### src/rtl/seq_divider.sv
// rtl/seq_divider.sv - iterative signed-magnitude restoring divider
// One quotient bit per clock, MSB first, with start/busy/done handshake.
module seq_divider #(
  parameter int WIDTH = 8
) (
  input  logic             clk,
  input  logic             rst,
  input  logic             start,
  input  logic [WIDTH-1:0] dividend,
  input  logic [WIDTH-1:0] divisor,
  output logic             busy,
  output logic             done,
  output logic [WIDTH-1:0] quotient,
  output logic [WIDTH-1:0] remainder,
  output logic             div_by_zero
);

  localparam int M  = WIDTH - 1;
  localparam int CW = $clog2(WIDTH);

  typedef enum logic [1:0] {IDLE, RUN, DONE} state_t;

  state_t        state;
  logic [CW-1:0] count;
  logic [M-1:0]  dvd;
  logic [M-1:0]  dvs;
  logic [M-1:0]  prem;
  logic [M-1:0]  qacc;
  logic          sign_q;
  logic          sign_r;

  logic [M:0]    shifted;
  logic [M:0]    trial;
  logic          qbit;
  logic [M-1:0]  prem_next;
  logic [M-1:0]  q_next;

  // Since prem < dvs, a borrow shows up as trial[M]; on no borrow trial fits in M bits.
  always_comb begin
    shifted   = {prem, dvd[M-1]};
    trial     = shifted - {1'b0, dvs};
    qbit      = ~trial[M];
    prem_next = qbit ? trial[M-1:0] : shifted[M-1:0];
    q_next    = {qacc[M-2:0], qbit};
  end

  always_ff @(posedge clk or posedge rst) begin
    if (rst) begin
      state       <= IDLE;
      count       <= '0;
      dvd         <= '0;
      dvs         <= '0;
      prem        <= '0;
      qacc        <= '0;
      sign_q      <= 1'b0;
      sign_r      <= 1'b0;
      busy        <= 1'b0;
      done        <= 1'b0;
      quotient    <= '0;
      remainder   <= '0;
      div_by_zero <= 1'b0;
    end else begin
      case (state)
        IDLE: begin
          if (start) begin
            dvd       <= dividend[M-1:0];
            dvs       <= divisor[M-1:0];
            sign_q    <= dividend[M] ^ divisor[M];
            sign_r    <= dividend[M];
            prem      <= '0;
            qacc      <= '0;
            count     <= CW'(M);
            quotient  <= '0;
            remainder <= '0;
            busy      <= 1'b1;
            if (divisor[M-1:0] == '0) begin
              div_by_zero <= 1'b1;
              done        <= 1'b1;
              state       <= DONE;
            end else begin
              div_by_zero <= 1'b0;
              state       <= RUN;
            end
          end
        end
        RUN: begin
          prem  <= prem_next;
          qacc  <= q_next;
          dvd   <= {dvd[M-2:0], 1'b0};
          count <= count - 1'b1;
          if (count == CW'(1)) begin
            state     <= DONE;
            done      <= 1'b1;
            // Zero magnitudes are forced positive so no -0 ever leaves the block.
            quotient  <= {sign_q & (|q_next), q_next};
            remainder <= {sign_r & (|prem_next), prem_next};
          end
        end
        DONE: begin
          done  <= 1'b0;
          busy  <= 1'b0;
          state <= IDLE;
        end
        default: begin
          state <= IDLE;
          busy  <= 1'b0;
          done  <= 1'b0;
        end
      endcase
    end
  end

endmodule

### config.mk
export PLATFORM = sky130hd
export DESIGN_NAME = seq_divider
export DESIGN_NICKNAME = d
export VERILOG_FILES = /design/src/rtl/seq_divider.sv
export SDC_FILE = /design/constraint.sdc
export NUM_CORES = 1
export LEC_CHECK = 0
export ABC_AREA = 1
export CELL_PAD_IN_SITES_DETAIL_PLACEMENT = 0
export CELL_PAD_IN_SITES_GLOBAL_PLACEMENT = 1
export CORE_MARGIN = 5
export CORE_UTILIZATION = 30
export DETAILED_ROUTE_END_ITERATION = 12
export PLACE_DENSITY = 0.68
export SLEW_MARGIN = 10
export SYNTH_ARGS = -nofsm -noshare
export SYNTH_HDL_FRONTEND = slang
export SYNTH_SLANG_ARGS = --single-unit
### constraint.sdc
create_clock -name clk -period 2.5 [get_ports clk]
set_input_delay 0.5 -clock clk [delete_from_list [all_inputs] [get_ports clk]]
set_output_delay 0.5 -clock clk [all_outputs]
set_load 0.02 [all_outputs]
## Word level (Yosys, flattened, before mapping)

Cells that the tools add are included.

| cells by class | value |
|---|---|
| eq/ne operators | 5 |
| multiplexer cells | 24 |
| $add $sub $neg | 2 |
| bitwise gates (word level) | 5 |
| reductions and logical operators | 11 |

Operator list:

| cell | count |
|---|---|
| case mux 8 bit (2 select lines) | 2 |
| case mux 7 bit (2 select lines) | 2 |
| two-way mux 8 bit | 3 |
| two-way mux 7 bit | 3 |
| OR reduction 7 bit | 2 |
| case mux 6 bit (2 select lines) | 1 |
| AND reduction 2 bit | 4 |
| subtractor 8 x 7 -> 8 bit | 1 |
| logical NOT 7 bit | 1 |
| two-way mux 2 bit | 3 |
| inequality test 2 bit (second input constant) | 3 |
| case mux 3 bit (2 select lines) | 1 |
| AND reduction 3 bit | 2 |
| two-way mux 1 bit | 5 |
| case mux 1 bit (2 select lines) | 2 |
| case mux 2 bit (2 select lines) | 1 |
| equality test 3 x 1 -> 1 bit (second input constant) | 1 |
| two-way mux 3 bit | 1 |
| subtractor 3 x 1 -> 3 bit (second input constant) | 1 |
| bitwise AND 1 bit | 2 |
| equality test 2 x 1 -> 1 bit (second input constant) | 1 |
| logical NOT 2 bit | 1 |
| NOT 1 bit | 2 |
| nonzero test 2 bit | 1 |
| bitwise XOR 1 bit | 1 |

| storage, ports and cells | value |
|---|---|
| logic and storage cells | 60 |
| bits of input ports | 19 |
| bits in registers | 53 |

## Longest topological paths before layout

Gate-level depths: netlist of run 1.

| logic depth | value |
|---|---|
| depth in word-level cells | 6 |
| gate-level depth with buffers | 16 |

## Worst setup path before layout of run 1

Ideal clock, no wire load.

| path | value |
|---|---|
| path type | register -> register |
| from | reg dvs[2] |
| to | reg remainder[7] |
| required time | 2.384 ns |
| path buffers | 0 |
| data arrival time | 1.659 ns |
| stages on the path, launching flop included | 14 |
| period minus slack after synthesis | 1.775 ns |
| path slack | 0.725 ns |
| cells stage by stage | dfrtp_1 inv_1 ha_1 or2_1 nand3_4 nand3_2 nand2_4 nand2_2 nand2_1 nand2_1 nor2_2 nand2_1 nand2_1 nand2_1 |

| between the ends | value |
|---|---|
| word-level cells in the longest chain between the ends | 6 |

Ends and longest elaborated chain:

| element | line | text |
|---|---|---|
| from (decl) | 26 | `logic [M-1:0] dvs;` |
| from (signal assigned) | 67 | `dvs <= divisor[M-1:0];` |
| subtractor 8 x 7 -> 8 bit | 41 | `trial = shifted - {1'b0, dvs};` |
| two-way mux 7 bit | 43 | `prem_next = qbit ? trial[M-1:0] : shifted[M-1:0];` |
| OR reduction 7 bit | 96 | `remainder <= {sign_r & (\|prem_next), prem_next};` |
| bitwise AND 1 bit | 96 |  |
| two-way mux 8 bit | 91 | `if (count == CW'(1)) begin` |
| case mux 8 bit (2 select lines) | 63 | `case (state)` |
| to (signal assigned) | 96 |  |
| to (decl) | 14 | `output logic [WIDTH-1:0] remainder,` |

No other way between the ends. The select of a mux whose other input is x is not followed.
A chain may end at the register's enable or synchronous reset.

## Final worst setup path of run 1

| path | value |
|---|---|
| from | reg prem[4] |
| to | reg remainder[7] |

| between the ends | value |
|---|---|
| word-level cells in the longest chain between the ends | 6 |

Ends and longest elaborated chain:

| element | line | text |
|---|---|---|
| from (decl) | 27 | `logic [M-1:0] prem;` |
| from (signal assigned) | 87 | `prem <= prem_next;` |
| subtractor 8 x 7 -> 8 bit | 41 |  |
| two-way mux 7 bit * | 43 |  |
| OR reduction 7 bit * | 96 |  |
| bitwise AND 1 bit * | 96 |  |
| two-way mux 8 bit * | 91 |  |
| case mux 8 bit (2 select lines) * | 63 |  |

Mark *: on every way between the ends. The rest lies on a longest branch, timed or not. The select of a mux whose other input is x is not followed.

==> out/results.ini, run 1 <==
[detailed_routing]
ant_nets = 0
routed_wl_mm = 5.92
routedWlPerCell_um = 12.5
firstDrtPassIters = 4
vias = 2147
drcViolationCount = 0
drtIter0Drc = 66
viasPerCell = 4.55

[logic_synthesis]
avgSynthCellArea_um2 = 8.56
yosysUniqueCellTypes = 32
syn_nets = 351
synthFlopType = dfrtp_1
synthesis.area_um2 = 2750
synth-edff-count = 0
ys_seq_area_frac = 0.483
synth-async-reset-ratio = 1.00
synth_seq_cells = 53
yosysWarnings = 0
synth_cells = 321

[layout]
stdcell_area_um2 = 3370
final_core_util = 0.372
final_nets = 390
layout_commonest_cell = nand2_1
antenna_cells = 0
layout_common_cells = nand2_1 (76), dfrtp_1 (53), inv_1 (49)
layout-drive-gt1-share = 0.105
syn_to_final_growth_pct = 22.7

[hold_path]
hold_path.class = register to register
hold_depth = 2

[placement]
gp_congestion = 0.783
hpwlAfterDp_mm = 4.50
place_ws_ps = 474
portBuffers = 37
dpl_cell_area_um2 = 3270

[die]
die_area_um2 = 11200
core.rowCount = 35
die_w_um = 106
die_h_um = 106
pin_count = 38
start_util = 0.303
core_um2 = 9060

[timing]
tns_ps = 0
finClkSkew_ps = 8.77
final_max_slew_viol_count = 0
fmax_mhz = 499
timing.final.ws_setup_ps = 494
hold_violations = 0
final-setup-viol-count = 0
worstMarginPinSlew_ps = 534
slew_headroom = 0.644
min_period_ps = 2010
period_share = 0.802
rsz0062_at_grt = false

[cts]
post_cts_buffers = 0
cts_max_path_buffers = 2
path_clk_slew_ps = 100
numCtsBuffers = 5
cts_resized = 0
ctsHoldBuffers = 0
insertion_delay_ps = 300
clock-sinks = 53
cts_tree = built
htree_levels = 2
cts_root_buf = clkbuf_8

[setup_path]
cpPeakStageDelay_ps = 410
cp_max_fo = 6
cpMaxStageDelayCell = dfrtp_1
cp_common_cell = nand2_1
crit_required_ps = 2700
crit_type = register to register
r2r_cells = 13
crit_chain = ha_1 > nand2_2 > inv_1 > a21oi_4 > nand3_2 > nand2_4 > nand2_1 > nand2_1 > nand2_1 > nor2_2 > nand2_1 > nand2_1 > nand2_1
arrival_ps = 2210
cp-start-kind = register
worstSetupEndpointType = register
ff2ff_setup_slack_ps = 490

[power]
powerDensity_nw_per_um2 = 1500
p_leak_nw = 1.61
peakVddDrop_v = 0.000603
p_total_mw = 5.04

[global_routing]
grt_overflow_total = 0
grt_pass1_vias = 2173
grt_start_max_net_pins = 54
antenna_found_initial = 0
grt_pass1_wl_mm = 10.3
grt_usage = 0.112

[status]
status = finished, final reports clean

[job]
drv_cap = 0

state kept, by name, summed over array words and instances, names as in the netlist, 2 cells and up:
| name | count |
|---|---|
| quotient | 8 |
| dvd | 7 |
| count | 3 |
| remainder | 8 |
| state | 2 |
| prem | 7 |
| qacc | 6 |
| dvs | 7 |
through the flow:
step | instances | hold slack, ps
floorplan | 321 | 453
finish | 472 | 492
global placement | 464 | 474
global route | 472 | 523
CTS | 472 | 497
detailed placement | 464 | 474
layer usage:
layer / vias up / track usage / routed length [um]
met5: - / 0 / 0
met4: 0 / 0.0222 / 46
met3: 4 / 0.0202 / 144
met2: 24 / 0.199 / 3020
met1: 1008 / 0.141 / 2710
li1: 1111 / - / -
kinds of logic (layout without fill, tap and decap cells):
| family | Yosys count | count (layout) | share of synthesized area |
|---|---|---|---|
| AOI/OAI and AO/OA | 64 | 64 | 0.139 |
| xor gates and xnor gates | 4 | 4 | 0.0128 |
| adders and majority gates | 11 | 11 | 0.0528 |
| buffers and inverters | 63 | 103 | 0.0874 |
| DFF | 53 | 53 | 0.483 |
| and+or+nand+nor | 126 | 126 | 0.225 |
cells in the mapped netlist (5+ instances only):
cell | count | area, um^2
a21oi_1 | 6 | 30.0
nand2_1 | 76 | 285
clkbuf_1 | 5 | 18.8
o22ai_1 | 7 | 43.8
o21ai_0 | 29 | 145
dfrtp_1 | 53 | 1330
nand3_1 | 15 | 75.1
o211ai_1 | 6 | 45.0
nand2_4 | 7 | 78.8
nor2_1 | 10 | 37.5
inv_1 | 50 | 188
o21ai_1 | 10 | 50.1
ha_1 | 10 | 125
critical path: cells and delay by family (launching register included):
family	cells	cell delay [ps]
buf+inv	1	70
flops	1	410
simple gates	10	840
fa+ha+maj	1	360
compound gates	1	230
cell type report:
type / count / area (um^2)
well taps: 111 / 139
fillers: 936 / 5690
clock buffers: 7 / 96.3
repair buffers: 42 / 420
flip-flops and latches: 53 / 1330
inverters: 53 / 199
clock inverters: 1 / 8.76
multi-input cells: 205 / 1180
report_power, final:
| part | internal (mW) | switching (mW) | total, mW | leakage, nW |
|---|---|---|---|---|
| logic | 1.12 | 1.95 | 3.07 | 0.879 |
| clock network | 0.256 | 0.283 | 0.539 | 0.0549 |
| registers | 1.23 | 0.200 | 1.43 | 0.674 |
| total | 2.61 | 2.43 | 5.04 | 1.61 |
worst paths after layout:
kind / start / endpoint
min: dvs[2] / dvs[2]
min reg2reg: dvs[2] / dvs[2]
max: prem[4] / remainder[7]
max in group asynchronous: rst / remainder[3]
max reg2reg: prem[4] / remainder[7]
min in group asynchronous: rst / count[0]
(Power assumes the default switching activity.)
==> run 2: changes to the inputs <==
--- a/config.mk
+++ b/config.mk
@@ -11,7 +11,7 @@
 export CORE_MARGIN = 5
 export CORE_UTILIZATION = 30
 export DETAILED_ROUTE_END_ITERATION = 12
-export PLACE_DENSITY = 0.68
+export PLACE_DENSITY = 0.7
 export SLEW_MARGIN = 10
 export SYNTH_ARGS = -nofsm -noshare
 export SYNTH_HDL_FRONTEND = slang
==> constraint.sdc (replaced) <==
create_clock -name clk -period 1.7 [get_ports clk]
set_input_delay 0.34 -clock clk [delete_from_list [all_inputs] [get_ports clk]]
set_output_delay 0.34 -clock clk [all_outputs]
set_load 0.02 [all_outputs]
==> run 2 against run 1 <==
The flow now finishes with violations (setup timing). Die area did not move. Sequential cell count is the same. Via count grew 7.1%. Largest cell class is now multi-input gates. Highest routed layer unchanged.
==> out/results.ini, run 2 (synthesized netlist as in run 1, its figures left out) <==
[die]
die_area_um2 = 11200  ; unchanged
die_h_um = 106  ; unchanged
die_w_um = 106  ; unchanged
pin_count = 38  ; unchanged
start_util = 0.303  ; unchanged
core_um2 = 9060  ; unchanged
core.rowCount = 35  ; unchanged

[hold_path]
hold_path.class = input port to asynchronous set/reset pin

[detailed_routing]
wl_met1_mm = 2.94  ; +8.6%
drcViolationCount = 0  ; unchanged
ant_nets = 0  ; unchanged
viasPerCell = 4.56  ; +0.32%
drtIter0Drc = 68  ; +3.0%
firstDrtPassIters = 4  ; unchanged
route.met2.wl_mm = 3.44  ; +14%
routed.top_layer = met4
vias = 2300  ; +7.1%
routed_wl_mm = 6.60  ; +11%
wl_met3_um = 144  ; unchanged
routedWlPerCell_um = 13.1  ; +4.3%

[timing]
finClkSkew_ps = 6.19  ; -2.58 ps
slew_headroom = 0.688  ; +0.0443
fmax_mhz = 533  ; +6.9%
rsz0062_at_grt = true
final_max_slew_viol_count = 0  ; unchanged
worstMarginPinSlew_ps = 467  ; -66.3 ps
hold_violations = 0  ; unchanged
timing.final.ws_setup_ps = -177  ; -671 ps
hold-worst-slack_ps = 354  ; -138 ps
final-setup-viol-count = 13  ; +13
period_share = 1.10  ; +0.302
min_period_ps = 1880  ; -129 ps

[global_routing]
grt_pass1_vias = 2342  ; +7.8%
antenna_found_initial = 0  ; unchanged
grt_pass1_wl_mm = 11.2  ; +9.0%
grt_usage = 0.124  ; +0.0123
grt_overflow_total = 0  ; unchanged
grt_start_max_net_pins = 25  ; -54%

[setup_path]
crit_type = register to register
reg2reg_to = remainder[7]
r2r_start = prem[3]
ff2ff_setup_slack_ps = -180  ; -670 ps
r2r_cells = 13  ; unchanged
crit_required_ps = 1900  ; -800 ps
worstSetupEndpointType = register
cp-start-kind = register
cp_max_fo = 3  ; -3
arrival_ps = 2080  ; -130 ps

[placement]
hpwlAfterDp_mm = 4.98  ; +11%
portBuffers = 37  ; unchanged
gp_congestion = 0.778  ; -0.64%

[cts]
cts_tree = built
cts_max_path_buffers = 2  ; unchanged
insertion_delay_ps = 310  ; about the same
htree_levels = 2  ; unchanged
cts_root_buf = clkbuf_8
numCtsBuffers = 5  ; unchanged
path_clk_slew_ps = 100  ; about the same
clock-sinks = 53  ; unchanged
ctsHoldBuffers = 0  ; unchanged

[layout]
layout-drive-gt1-share = 0.285  ; +0.180
syn_to_final_growth_pct = 40.4
largest_registers = quotient: 8 flops, remainder: 8 flops
n_fill_cell = 896  ; -4.3%
layout_common_cells = nand2_1 (64), dfrtp_1 (53), inv_1 (42)
layout_commonest_cell = nand2_1
antenna_cells = 0  ; unchanged
final_nets = 422  ; +8.2%

[status]
violations = setup timing
status = finished with violations

[job]
drv_cap = 0  ; unchanged

run 2: worst max-delay path by stage:
stage | slack [ps] | start | cells past startpoint | end
after floorplan | -2 | dvs[4] | 14 | remainder[7]
after global placement | -290 | divisor[0] | 8 | done
after detailed placement | -250 | divisor[2] | 8 | done
after CTS | -170 | prem[3] | 13 | remainder[7]
after global routing | -290 | prem[3] | 13 | remainder[7]
final | -180 | prem[3] | 13 | remainder[7]
run 2: area by class of cell:
class / count / area, um^2 / area share
flip-flops and latches: 53 / 1330 / 0.344
clock buffers: 5 / 68.8 / 0.0178
inverters: 53 / 199 / 0.0516
multi-input cells: 205 / 1390 / 0.360
repair buffers: 74 / 721 / 0.187
clock inverters: 3 / 17.5 / 0.00454
well taps: 111 / 139 / 0.0360
run 2: per-layer routing:
metal / GRT usage / vias to the layer above
li1: - / 1168
met1: 0.154 / 1103
met2: 0.220 / 22
met3: 0.0214 / 7
met4: 0.0342 / 0
met5: 0 / -
run 2: timing repair:
action	4_1_cts	5_1_grt
resized for setup	15	27
endpoints found under the setup margin	19	21
gates cloned	0	0
pin swaps	4	9
buffers inserted	1	4
run 2: stage by stage:
stage	worst slack [ps]	instance area, um^2	cells	utilization	setup TNS [ps]
CTS	-170	3720	500	0.411	-969
global placement	-294	3600	491	0.397	-1870
finish	-177	3860	504	0.426	-1210
global route	-289	3860	504	0.426	-3070
detailed placement	-250	3600	491	0.397	-1920
floorplan	-2.11	2830	321	-	-2.11
run 2: worst max-delay path, stage by stage (launching register included):
cell and delay, ps:
dfrtp_1 430, ha_4 250, nand2_2 70, nand2_2 60, a21oi_4 260, nand2_4 100, nand2_4 90, nand3_1 110
nand2_1 100, nand2_2 60, nor2_2 90, nand2_1 50, nand2_1 50, nand2_1 50
Power of run 2 is not shown: default switching activity piles up to over one toggle a cycle in this logic, so the estimate is an artifact.
==> run 3: changes to the inputs <==
--- a/config.mk
+++ b/config.mk
@@ -5,13 +5,12 @@
 export SDC_FILE = /design/constraint.sdc
 export NUM_CORES = 1
 export LEC_CHECK = 0
-export ABC_AREA = 1
 export CELL_PAD_IN_SITES_DETAIL_PLACEMENT = 0
 export CELL_PAD_IN_SITES_GLOBAL_PLACEMENT = 1
 export CORE_MARGIN = 5
 export CORE_UTILIZATION = 30
 export DETAILED_ROUTE_END_ITERATION = 12
-export PLACE_DENSITY = 0.7
+export PLACE_DENSITY = 0.74
 export SLEW_MARGIN = 10
 export SYNTH_ARGS = -nofsm -noshare
 export SYNTH_HDL_FRONTEND = slang
==> run 3 against run 2 <==
The run still ends with setup timing left. Sequential share of layout area grew 1.5 points. Sequential cell count stayed put. Cell count is 11% lower. Non-clock buffer count grew 14. Maximum frequency is 16% lower. Design area fell by 4.2%. Clock skew up 12 ps. Critical path type unchanged. Largest cell class is now flip-flops and latches. Highest routed layer unchanged.
==> out/results.ini, run 3 <==
[status]
status = finished with violations
violations = setup timing

[cts]
cts_root_buf = clkbuf_8
cts_max_path_buffers = 2  ; unchanged
numCtsBuffers = 5  ; unchanged
insertion_delay_ps = 320  ; about the same
path_clk_slew_ps = 110  ; about the same
htree_levels = 2  ; unchanged
cts_tree = built
clock-sinks = 53  ; unchanged

[timing]
period_share = 1.31  ; +0.204
fmax_mhz = 450  ; -16%
timing.final.ws_setup_ps = -524  ; -347 ps
min_period_ps = 2220  ; +347 ps
rsz0062_at_grt = true
hold_violations = 0  ; unchanged
hold-worst-slack_ps = 280  ; -74.1 ps
final-setup-viol-count = 18  ; +5
slew_headroom = 0.614  ; -0.0739
worstMarginPinSlew_ps = 579  ; +112 ps
tns_ps = -7210  ; -6000 ps
final_max_slew_viol_count = 0  ; unchanged
finClkSkew_ps = 18.1  ; +11.9 ps

[global_routing]
grt_start_max_net_pins = 29  ; +16%
grt_usage = 0.127  ; +0.00277
grt_pass1_wl_mm = 10.2  ; -9.1%
grt_pass1_vias = 2189  ; -6.5%
antenna_found_initial = 0  ; unchanged
met2_usage = 0.205  ; -0.0158
use_met3 = 0.0325  ; +0.0111
busiest_layer = met2
grt_overflow_total = 0  ; unchanged
grtUsageMet1 = 0.168  ; +0.0143

[layout]
final_cells = 447  ; -11%
register_area_um2 = 1330  ; unchanged
stdcell_area_um2 = 3700  ; -4.2%
largest_registers = quotient: 8 flops, remainder: 8 flops
n_fill_cell = 774  ; -14%
layout_commonest_cell = nand2_1
antenna_cells = 0  ; unchanged
layout_common_cells = nand2_1 (55), dfrtp_1 (53), buf_4 (45)
final_core_util = 0.455  ; +0.0289
syn_to_final_growth_pct = 48.9
layout-drive-gt1-share = 0.281  ; -0.00429
multi_input_area_um2 = 1290  ; -7.0%
final_nets = 371  ; -12%

[setup_path]
crit_required_ps = 1910  ; about the same
arrival_ps = 2430  ; +350 ps
cp-start-kind = register
cp_max_fo = 6  ; +3
worstSetupStartpoint = prem[4]
r2r_start = prem[4]
worstSetupEndpointType = register
crit_type = register to register

[detailed_routing]
firstDrtPassIters = 4  ; unchanged
viasPerCell = 4.68  ; +2.7%
routedWlPerCell_um = 14.0  ; +6.8%
vias = 2094  ; -9.0%
ant_nets = 0  ; unchanged
drtIter0Drc = 71  ; +4.4%
routed_wl_mm = 6.25  ; -5.3%
drcViolationCount = 0  ; unchanged

[logic_synthesis]
synth-edff-count = 0  ; unchanged
synth_top_family_by_area = simple AND/OR/NAND/NOR gates
yosysWarnings = 0  ; unchanged
synth_cells = 255  ; -21%
ys_seq_area_frac = 0.534  ; +0.0513
avgSynthCellArea_um2 = 9.74  ; +14%
synthFlopType = dfrtp_1
yosys.area_share.simple = 0.161  ; -0.0642
synthMuxAreaShare = 0.0297  ; +0.0297
synth_top_area_cell = dfrtp_1
synthTopCellsByCount = nand2_1 (57), dfrtp_1 (53), o21ai_0 (27)
synth-xor-area-share = 0.0247  ; +0.0119
synthesis.area_um2 = 2480  ; -9.6%
yosysMostFrequentCell = nand2_1
synth_compound_area_frac = 0.156  ; +0.0168
yosysTopAreaCellShare = 0.534  ; +0.0513
yosysUniqueCellTypes = 39  ; +22%
synthTopCellsByArea = dfrtp_1 (53%), nand2_1 (8.6%), o21ai_0 (5.4%)
synth_seq_cells = 53  ; unchanged
synthAdderAreaFrac = 0.0584  ; +0.00561
syn_nets = 285  ; -19%
synth-async-reset-ratio = 1.00  ; unchanged

[placement]
portBuffers = 37  ; unchanged
placed_cells = 432  ; -12%
dpl_cell_area_um2 = 3360  ; -6.6%
hpwlAfterDp_mm = 4.61  ; -7.5%
gp_congestion = 0.768  ; -1.4%

[power]
peakVddDrop_v = 0.00104
p_leak_nw = 1.72
powerDensity_nw_per_um2 = 1990

[die]
core_um2 = 8130  ; -10%
die_h_um = 101  ; -4.5%
die_w_um = 101  ; -4.5%
core.rowCount = 33  ; -5.7%
start_util = 0.305  ; +0.00223
die_area_um2 = 10200  ; -8.7%
pin_count = 38  ; unchanged

[job]
drv_cap = 0  ; unchanged

[hold_path]
hold_path.class = input port to asynchronous set/reset pin

[run 3: changes by cell type in the layout (fill, tap and decap cells not counted), sizes merged, moves of 4 or more]
cell           previous run  this run
o31ai                     5         0
a22o                      0         9
or4                       0         4
mux2i                     0         4
nand3                    18         0
o22ai                     7         2
inv                      53        16
o211ai                    6         0
nand2                    86        57
clkdlybuf4s50            36        32
nor2                     14        19
a31oi                     0         6
o21ai                    39        28
buf                      37        51
[run 3: logic make-up (layout without fill, tap and decap cells)]
family | count (synthesis) | after routing
AO/OA/AOI/OAI | 61 | 61
adder cells (fa/ha/maj) | 11 | 11
multiplexers | 7 | 7
buffers and inverters | 23 | 110
XOR/XNOR | 7 | 7
flip-flops | 53 | 53
AND/OR/NAND/NOR | 93 | 93
[run 3: final timing paths]
path | end | slack (ps) | cells past startpoint
max in group asynchronous | dvs[2] | 950 | 3
setup / recovery | quotient[7] | -520 | 7
hold / removal | quotient[3] | 280 | 2
min in group clk | dvs[2] | 480 | 4
setup reg to reg | quotient[7] | -520 | 7
hold reg to reg | quotient[2] | 490 | 2
[run 3: stage by stage]
step | setup WS, ps | total power, mW
CTS | -513 | 6.58
floorplan | -400 | 4.21
finish | -524 | 7.35
detailed placement | -568 | 5.60
global route | -579 | 7.90
global placement | -507 | 5.52
[run 3: area by class of cell]
class                      count  area share
inverter                      14      0.0142
timing repair buffer          88       0.217
clock inverter                 3     0.00677
clock buffer                   5      0.0186
multi-input combinational    179       0.349
sequential                    53       0.359
tap                          105      0.0355
[run 3: repair_timing]
action	4_1_cts	5_1_grt
hold buffers	0	0
setup endpoints to repair	19	21
pin swaps	6	6
buffers inserted	1	6
gates resized for setup	16	28
[run 3: report_power, final]
part	internal [mW]	switching [mW]
Combinational	2.35	2.27
Sequential	1.68	0.292
Clock	0.302	0.459
Total	4.33	3.02
[run 3: per-layer routing]
| layer | wire, um | part of all wire | vias to the layer above |
|---|---|---|---|
| met5 | 0 | 0 | - |
| met3 | 273 | 0.044 | 6 |
| li1 | - | - | 1048 |
| met4 | 74 | 0.012 | 0 |
| met2 | 2980 | 0.48 | 40 |
| met1 | 2920 | 0.47 | 1000 |
[run 3: worst max-delay path, cell delays in order, from the launching register on]
cell	delay [ps]
dfrtp_1	430
ha_1	220
a21o_1	200
a2111o_1	360
o21ai_2	160
a41oi_4	80
or4_1	430
a32o_1	230
